<file path="config.mk">
export PLATFORM = sky130hd
export DESIGN_NAME = cnu_scheduler_flat
export DESIGN_NICKNAME = d
export VERILOG_FILES = /design/src/rtl/ldpc_pkg.sv /design/src/rtl/cnu_scheduler_if.sv /design/src/rtl/cnu_issue_pipe.sv /design/src/rtl/cnu_scheduler.sv /design/src/flat_wrapper.sv
export SDC_FILE = /design/constraint.sdc
export NUM_CORES = 1
export LEC_CHECK = 0
export ABC_AREA = 0
export BUFFER_PORTS_ARGS = -buffer_cell sky130_fd_sc_hd__buf_4
export CAP_MARGIN = 25
export CORE_MARGIN = 1
export CORE_UTILIZATION = 57
export CTS_CLUSTER_DIAMETER = 120
export CTS_CLUSTER_SIZE = 25
export DETAILED_ROUTE_END_ITERATION = 6
export PLACE_DENSITY = 0.83
export SETUP_SLACK_MARGIN = 0.3
export SYNTH_ARGS = -nofsm -noshare
export SYNTH_HDL_FRONTEND = slang
export SYNTH_HIERARCHICAL = 1
export SYNTH_SLANG_ARGS = --single-unit
</file>
<file path="constraint.sdc">
create_clock -name clk -period 3.9 [get_ports clk]
set_input_delay 0.39 -clock clk [delete_from_list [all_inputs] [get_ports clk]]
set_output_delay 0.39 -clock clk [all_outputs]
set_load 0.02 [all_outputs]
</file>
<file path="src/rtl/ldpc_pkg.sv">
// Shared LDPC decoder types and constants.
package ldpc_pkg;

  typedef enum logic [2:0] {
    IDLE,
    ISSUE,
    DRAIN,
    CHECK,
    VN_WAIT,
    DONE
  } sched_state_t;

  localparam int CNU_PIPE_LAT   = 2;
  localparam int DEF_NUM_CHECKS = 8;
  localparam int DEF_MAX_ITER   = 10;

endpackage

</file>
<file path="src/rtl/cnu_scheduler_if.sv">
// Control and datapath signals between the CNU scheduler and its neighbours.
interface cnu_scheduler_if #(
  parameter int ROW_W  = 3,
  parameter int ITER_W = 4
);
  logic              start;
  logic              abort;
  logic              busy;
  logic              done;
  logic              success;
  logic [ITER_W-1:0] iter_count;
  logic              rd_en;
  logic [ROW_W-1:0]  rd_addr;
  logic              cnu_en;
  logic              wr_en;
  logic [ROW_W-1:0]  wr_addr;
  logic              p_bit;
  logic              vn_start;
  logic              vn_done;

  modport master (
    input  start, abort, p_bit, vn_done,
    output busy, done, success, iter_count, rd_en, rd_addr,
           cnu_en, wr_en, wr_addr, vn_start
  );

  modport slave (
    output start, abort, p_bit, vn_done,
    input  busy, done, success, iter_count, rd_en, rd_addr,
           cnu_en, wr_en, wr_addr, vn_start
  );
endinterface

</file>
<file path="src/rtl/cnu_issue_pipe.sv">
// Valid/address shift register tracking rows from RAM read through CNU to write-back.
module cnu_issue_pipe
  import ldpc_pkg::*;
#(
  parameter int ROW_W = 3
) (
  input  logic             clk,
  input  logic             rst_n,
  input  logic             flush,
  input  logic             rd_en,
  input  logic [ROW_W-1:0] rd_addr,
  output logic             cnu_en,
  output logic             wr_en,
  output logic [ROW_W-1:0] wr_addr
);

  logic [CNU_PIPE_LAT:1]            vld_pipe;
  logic [CNU_PIPE_LAT:1][ROW_W-1:0] addr_pipe;

  // Addresses only advance with a valid row so wr_addr holds between strobes.
  always_ff @(posedge clk) begin
    if (!rst_n) begin
      vld_pipe  <= '0;
      addr_pipe <= '0;
    end else if (flush) begin
      vld_pipe <= '0;
    end else begin
      vld_pipe <= {vld_pipe[CNU_PIPE_LAT-1:1], rd_en};
      if (rd_en) addr_pipe[1] <= rd_addr;
      for (int i = 2; i <= CNU_PIPE_LAT; i++)
        if (vld_pipe[i-1]) addr_pipe[i] <= addr_pipe[i-1];
    end
  end

  assign cnu_en  = vld_pipe[1];
  assign wr_en   = vld_pipe[CNU_PIPE_LAT];
  assign wr_addr = addr_pipe[CNU_PIPE_LAT];

endmodule

</file>
<file path="src/rtl/cnu_scheduler.sv">
// Sequences one CNU over all check rows per phase, alternating with PE phases until
// the syndrome clears or the iteration limit is hit.
module cnu_scheduler
  import ldpc_pkg::*;
#(
  parameter int NUM_CHECKS = DEF_NUM_CHECKS,
  parameter int ROW_W      = $clog2(NUM_CHECKS),
  parameter int MAX_ITER   = DEF_MAX_ITER,
  parameter int ITER_W     = 4
) (
  input logic             clk,
  input logic             rst_n,
  cnu_scheduler_if.master bus
);

  localparam logic [ROW_W-1:0]  LAST_ROW = ROW_W'(NUM_CHECKS - 1);
  localparam logic [ITER_W-1:0] MAX_I    = ITER_W'(MAX_ITER);

  sched_state_t      state, state_nxt;
  logic [ROW_W-1:0]  rd_addr;
  logic [ITER_W-1:0] iter_count, iter_inc;
  logic              success, syndrome_nz, limit_hit;

  assign iter_inc  = (iter_count == MAX_I) ? iter_count : iter_count + 1'b1;
  assign limit_hit = (iter_inc == MAX_I);

  always_comb begin
    state_nxt = state;
    case (state)
      IDLE:    if (bus.start) state_nxt = ISSUE;
      ISSUE:   if (rd_addr == LAST_ROW) state_nxt = DRAIN;
      // Stage 1 empty means the final write-back lands this cycle, so CHECK
      // sees the fully folded syndrome.
      DRAIN:   if (!bus.cnu_en) state_nxt = CHECK;
      CHECK:   state_nxt = (!syndrome_nz || limit_hit) ? DONE : VN_WAIT;
      VN_WAIT: if (bus.vn_done) state_nxt = ISSUE;
      DONE:    state_nxt = IDLE;
      default: state_nxt = IDLE;
    endcase
    if (bus.abort) state_nxt = IDLE;
  end

  always_ff @(posedge clk) begin
    if (!rst_n) begin
      state       <= IDLE;
      rd_addr     <= '0;
      iter_count  <= '0;
      success     <= 1'b0;
      syndrome_nz <= 1'b0;
    end else begin
      state <= state_nxt;
      if (bus.abort && state != IDLE) begin
        success <= 1'b0;
      end else begin
        case (state)
          IDLE: if (bus.start) begin
            iter_count  <= '0;
            syndrome_nz <= 1'b0;
            success     <= 1'b0;
            rd_addr     <= '0;
          end
          ISSUE:   if (rd_addr != LAST_ROW) rd_addr <= rd_addr + 1'b1;
          CHECK: begin
            iter_count <= iter_inc;
            success    <= !syndrome_nz;
            if (syndrome_nz && !limit_hit) syndrome_nz <= 1'b0;
          end
          VN_WAIT: if (bus.vn_done) rd_addr <= '0;
          default: ;
        endcase
        if (bus.wr_en && bus.p_bit) syndrome_nz <= 1'b1;
      end
    end
  end

  assign bus.busy       = (state != IDLE);
  assign bus.done       = (state == DONE);
  assign bus.rd_en      = (state == ISSUE);
  assign bus.rd_addr    = rd_addr;
  assign bus.success    = success;
  assign bus.iter_count = iter_count;
  assign bus.vn_start   = (state == CHECK) && syndrome_nz && !limit_hit && !bus.abort;

  cnu_issue_pipe #(.ROW_W(ROW_W)) u_pipe (
    .clk     (clk),
    .rst_n   (rst_n),
    .flush   (bus.abort),
    .rd_en   (bus.rd_en),
    .rd_addr (rd_addr),
    .cnu_en  (bus.cnu_en),
    .wr_en   (bus.wr_en),
    .wr_addr (bus.wr_addr)
  );

endmodule

</file>
<file path="src/flat_wrapper.sv">
// flat-port wrapper written by rule: the top's interface ports become plain ports
module cnu_scheduler_flat import ldpc_pkg::*;
#(
  parameter int NUM_CHECKS = DEF_NUM_CHECKS,
  parameter int ROW_W      = $clog2(NUM_CHECKS),
  parameter int MAX_ITER   = DEF_MAX_ITER,
  parameter int ITER_W     = 4
)
  (clk, rst_n, bus_start, bus_abort, bus_p_bit, bus_vn_done, bus_busy, bus_done, bus_success, bus_iter_count, bus_rd_en, bus_rd_addr, bus_cnu_en, bus_wr_en, bus_wr_addr, bus_vn_start);
  cnu_scheduler_if #(.ROW_W(ROW_W), .ITER_W(ITER_W)) bus_i ();
  input logic clk;
  input logic rst_n;
  input wire logic [$bits(bus_i.start)-1:0] bus_start;
  input wire logic [$bits(bus_i.abort)-1:0] bus_abort;
  input wire logic [$bits(bus_i.p_bit)-1:0] bus_p_bit;
  input wire logic [$bits(bus_i.vn_done)-1:0] bus_vn_done;
  output wire logic [$bits(bus_i.busy)-1:0] bus_busy;
  output wire logic [$bits(bus_i.done)-1:0] bus_done;
  output wire logic [$bits(bus_i.success)-1:0] bus_success;
  output wire logic [$bits(bus_i.iter_count)-1:0] bus_iter_count;
  output wire logic [$bits(bus_i.rd_en)-1:0] bus_rd_en;
  output wire logic [$bits(bus_i.rd_addr)-1:0] bus_rd_addr;
  output wire logic [$bits(bus_i.cnu_en)-1:0] bus_cnu_en;
  output wire logic [$bits(bus_i.wr_en)-1:0] bus_wr_en;
  output wire logic [$bits(bus_i.wr_addr)-1:0] bus_wr_addr;
  output wire logic [$bits(bus_i.vn_start)-1:0] bus_vn_start;
  assign bus_i.start = bus_start;
  assign bus_i.abort = bus_abort;
  assign bus_i.p_bit = bus_p_bit;
  assign bus_i.vn_done = bus_vn_done;
  assign bus_busy = bus_i.busy;
  assign bus_done = bus_i.done;
  assign bus_success = bus_i.success;
  assign bus_iter_count = bus_i.iter_count;
  assign bus_rd_en = bus_i.rd_en;
  assign bus_rd_addr = bus_i.rd_addr;
  assign bus_cnu_en = bus_i.cnu_en;
  assign bus_wr_en = bus_i.wr_en;
  assign bus_wr_addr = bus_i.wr_addr;
  assign bus_vn_start = bus_i.vn_start;
  cnu_scheduler #(.NUM_CHECKS(NUM_CHECKS), .ROW_W(ROW_W), .MAX_ITER(MAX_ITER), .ITER_W(ITER_W)) u_core (.clk(clk), .rst_n(rst_n), .bus(bus_i));
endmodule
</file>
# Yosys cells after proc, flatten, opt, wreduce, memory -nomap -nowiden

Cells that the tools add are included.
W data, S select, Z words.

Register bits after elaboration: 20
Output and inout bits: 17
Word-level logic and storage cells: 71

$add $sub $neg: 2
Equal/unequal tests: 16
Muxes and demuxes: 18
Bitwise logic cells: 3
Reduce and logical (&&, ||, !) cells: 24

Operators with widths:

| operator              | count |
|---|---|
| $mux W3               | 7 |
| $pmux W3 S5           | 1 |
| $eq A3 B3 Y1 const B  | 3 |
| $pmux W3 S3           | 1 |
| $reduce_bool A3 Y1    | 3 |
| $eq A4 B4 Y1 const B  | 2 |
| $mux W4               | 2 |
| $pmux W4 S2           | 1 |
| $reduce_and A4 Y1     | 2 |
| $eq A3 B2 Y1 const B  | 2 |
| $logic_and A1 B1 Y1   | 6 |
| $ne A2 B2 Y1 const B  | 3 |
| $reduce_and A2 Y1     | 3 |
| $reduce_and A5 Y1     | 1 |
| $add A4 B1 Y4 const B | 1 |
| $mux W1               | 4 |
| $ne A2 B1 Y1 const B  | 2 |
| $pmux W1 S2           | 2 |
| $reduce_or A2 Y1      | 2 |
| $add A3 B1 Y3 const B | 1 |
| $eq A3 B1 Y1 const B  | 1 |
| $logic_not A1 Y1      | 3 |
| $logic_not A3 Y1      | 1 |
| $ne A3 B1 Y1 const B  | 1 |
| 6 further kinds       | 8 |

# Depth between registers and ports, before layout

Depth after elaboration: 8
Mapped depth: 6
Depth with buffers taken out: 6

# Hierarchy

The synthesis kept the hierarchy.

Modules (own cells, without submodules):

| module         | cells each | instances | area each (sq um) |
|---|---|---|---|
| cnu_scheduler  | 92         | 1         | 763.2 |
| cnu_issue_pipe | 32         | 1         | 325.3 |

# Worst setup path before layout

OpenSTA, ideal clock, no wires.

Path kind: register -> output
From: register u_core.iter_count[0], in the netlist u_core/bus.iter_count[0]
To: output port bus_vn_start
Slack: 1.934 ns
Cell stages (with the launch flop): 6
Data arrival time: 1.576 ns
Cell sequence: dfxtp_1 -> inv_1 -> ha_1 -> a211oi_1 -> o22ai_1 -> o311a_1

Longest elaborated chain between the ends: 6
Elaborated cells between the ends (all ways): 7
Those cells by class: add/sub (1); eq/ne (2); mux (1); reduce/logical (3)

RTL lines:

| item                                                 | RTL line            | text |
|---|---|---|
| start, declared                                      | cnu_scheduler.sv:21 | `logic [ITER_W-1:0] iter_count, iter_inc;` |
| start signal, assigned                               | cnu_scheduler.sv:64 | `iter_count <= iter_inc;` |
| $add A4 B1 Y4 / $eq A4 B4 Y1 (equally long branches) | cnu_scheduler.sv:24 | `assign iter_inc = (iter_count == MAX_I) ? iter_count : iter_count + 1'b1;` |
| $mux W4 *                                            | cnu_scheduler.sv:24 |  |
| $eq A4 B4 Y1 *                                       | cnu_scheduler.sv:25 | `assign limit_hit = (iter_inc == MAX_I);` |
| $logic_not A1 Y1 *                                   | cnu_scheduler.sv:82 | `assign bus.vn_start = (state == CHECK) && syndrome_nz && !limit_hit && !bus.abort;` |
| $logic_and A1 B1 Y1 * (2 in a row)                   | cnu_scheduler.sv:82 |  |
| end, declared                                        | flat_wrapper.sv:26  | `output wire logic [$bits(bus_i.vn_start)-1:0] bus_vn_start;` |

Every way passes the cells marked *; elsewhere a longest branch is shown, timed or not.

# Worst setup path in the final report

Same ends and word-level chain as after synthesis.

==> out/qor.log <==
qor: run_status.status finished clean
qor: route.dr_pass1_iterations 4
qor: grt.tot_gr_track_use 21.7%
qor: synth.ys_seq_elements 20
qor: floorplanning.die_width 45.7 µm
qor: cts.cts_tree yes
qor: timing.fmaxAchievable 434 MHz
qor: synth.synth_async_reset_ratio 0%
qor: critical_path.crit_path_cell_trace inv_1 > ha_1 > a211oi_1 > o22ai_1 > o311a_1 > buf_4
qor: floorplanning.floorplan.die_area 2090 µm²
qor: synth.synthMostInstantiatedCell dfxtp_1
qor: cts.postCtsSetupRepairBufs 0
qor: synth.synth_seq_area_share 36.8%
qor: cts.clk_latency 300 ps
qor: cts.clockRootBuffer clkbuf_4
qor: synth.synth_top_cells_by_area dfxtp_1 37%, mux2i_1 10%, nand2_1 5.9%
qor: timing.slew_headroom 62.3%
qor: timing.fin_tns_setup 0 ps
qor: cts.clock_sink_count 20
qor: cts.post_cts_resize_count 0
qor: cts.tritoncts.num_buffers 3
qor: grt.first_pass_grt_wire_length 3220 µm
qor: grt.grt_start_max_net_pins 26
qor: timing.slew_viol_final 0
qor: power.cellPowerDensity 267 nW/µm²
qor: final_layout.fillCellCount 167
qor: timing.rsz0062_at_grt false
qor: synth.syn_nets 134
qor: timing.period_minus_slack 2310 ps
qor: placed_design.gpl.final_weighted_congestion 0.857
qor: cts.clock_tree.htree_level_count 1
qor: synth.synth.yosys.warnings 6
qor: route.detailedRoute.firstIterationViolations 14
qor: power.peakVddDrop 0.000272 V
qor: cts.cts_buffer_depth 2
qor: power.total_leakage_power 0.000544 µW
qor: critical_path.end_kind output pin
qor: final_layout.num_antenna_cells 0
qor: hold_path.worstHoldPathType in2reg
qor: route.ant_nets 0
qor: critical_path.timing.critical_path.required 3510 ps
qor: grt.globalRouteOverflowTotal 0
qor: route.post-route-drc-count 0
qor: floorplanning.rows 15
qor: synth.synth.cell_area 1090 µm²
qor: route.route.detailed.wl_per_inst 12.7 µm
qor: flow_run.max_cap_violations 0
qor: cts.cts.clk_slew.worst_paths 100 ps
qor: final_layout.design.final.nets 152
qor: critical_path.cpMaxStageDelayCell dfxtp_1
qor: timing.timing_worst_slew_pin_value 564 ps
qor: final_layout.flow.area_growth_from_synthesis 14.9%
qor: timing.final-setup-viol-count 0
qor: synth.syn_avg_cell_area 8.78 µm²
qor: critical_path.crit_path_max_incr_delay 440 ps
qor: floorplanning.starting_density 61.7%
qor: timing.final-hold-violation-count 0
qor: final_layout.post_layout_nonfiller_instances 165
qor: synth.yosysTopAreaCell dfxtp_1
qor: timing.fin_crit_sh 59.1%
qor: route.routed_wl 2090 µm
qor: critical_path.timing_worst_setup_path_type reg2out
qor: cts.holdBufCountCts 0
qor: placed_design.dp.cells 162
qor: synth.synth_flop_cell dfxtp_1
qor: synth.synthCells 124
qor: synth.netlist-cell-type-count 39
qor: critical_path.cp_max_fo 7
qor: critical_path.timing.critical_path.arrival 1920 ps
qor: grt.via_count_of_the_first_global_routing_pass 744
qor: floorplanning.die_y 45.7 µm
qor: critical_path.kind_of_launch_point_of_the_worst_setup_path flip-flop
qor: placed_design.port-buffer-count 22
qor: synth.ys_top_cells_by_count 20 x dfxtp_1, 17 x nand2_1, 11 x mux2i_1
qor: placed_design.place.detailed.hpwl 1500 µm
qor: floorplanning.core-area 1760 µm²
qor: route.average_via_count_per_standard_cell 5.54
qor: synth.synth_top_area_share 36.8%
qor: floorplanning.io_pins 23
qor: final_layout.drive_above_1_share 20.0%
qor: synth.synth_enable_flop_cells 0
qor: grt.grt_antenna_before_repair 0
qor: timing.fin_worst_skew 4.70 ps
qor: route.route.vias.total 914
## where the power goes
part / switching, µW / internal [µW]
sequential: 2.71 / 205
combinational: 16.4 / 13.8
clock: 59.5 / 36.0
total: 78.6 / 255
## path summary, 6_finish.rpt
check	endpoint	startpoint	depth (start not counted)	slack (ps)
worst max-delay path	bus_vn_start	u_core/bus.iter_count[0]	6	1590
worst min-delay path	u_core/syndrome_nz	bus_p_bit	3	330
worst max register to register	u_core/u_pipe/addr_pipe[0]	u_core/state[0]	3	2160
worst min register to register	u_core/u_pipe/wr_addr[0]	u_core/u_pipe/wr_addr[0]	2	470
## cell usage in the layout (no fill, tap or decap), drive strengths merged, types with 2 or more instances in the layout
cell type	count
a21oi	9
and3b	3
buf	22
clkbuf	3
dfxtp	20
ha	4
inv	3
mux2i	11
nand2	17
nand2b	2
nand3	6
nor2	7
nor2b	5
nor3	2
o21ai	5
o22ai	2
## stage by stage
step	area, µm²	utilization, %	power (µW)	setup slack [ps]	hold slack (ps)
2_1_floorplan	1090	-	233	1930	439
3_3_place_gp	1230	69.6	242	1960	449
3_5_place_dp	1230	69.6	243	1920	458
4_1_cts	1250	70.9	336	1580	321
5_1_grt	1250	70.9	347	1430	329
6_report	1250	70.9	334	1590	328
## critical path, delay by kind of cell, from the launching register on
kind / cells / cell delay, ps
DFF: 1 / 440
adders and majority gates: 1 / 220
buffers and inverters: 2 / 240
AOI/OAI and AO/OA: 3 / 720
## logic make-up after synthesis
kind of cell	count (synthesis)	share of synthesized area (%)
multiplexers	11	10.1
XOR/XNOR	1	0.805
AND/OR/NAND/NOR	51	26.8
adder cells (fa/ha/maj)	4	4.60
flip-flops	20	36.8
AO/OA/AOI/OAI	25	14.7
buffers and inverters	12	6.21
## sequential cells by signal, summed over array words and instances (netlist names)
signal,count
u_core/bus.iter_count,4
u_core/bus.rd_addr,3
u_core/bus.success,1
u_core/state,3
u_core/syndrome_nz,1
u_core/u_pipe/addr_pipe,3
u_core/u_pipe/vld_pipe,2
u_core/u_pipe/wr_addr,3
## area by class of cell
cell class / instances / area, µm² / share of cell area [%]
clock buffer: 3 / 22.5 / 1.80
inverter: 3 / 11.3 / 0.900
multi-input combinational: 92 / 621 / 49.6
sequential: 20 / 400 / 32.0
tap: 25 / 31.3 / 2.50
timing repair buffer: 22 / 165 / 13.2
## layer usage
metal  GRT usage (%)  wire [µm]
met1            26.5        988
met2            36.0       1010
met3            3.57         65
met4            12.4         29
met5               0          0
(Power assumes the default switching activity.)
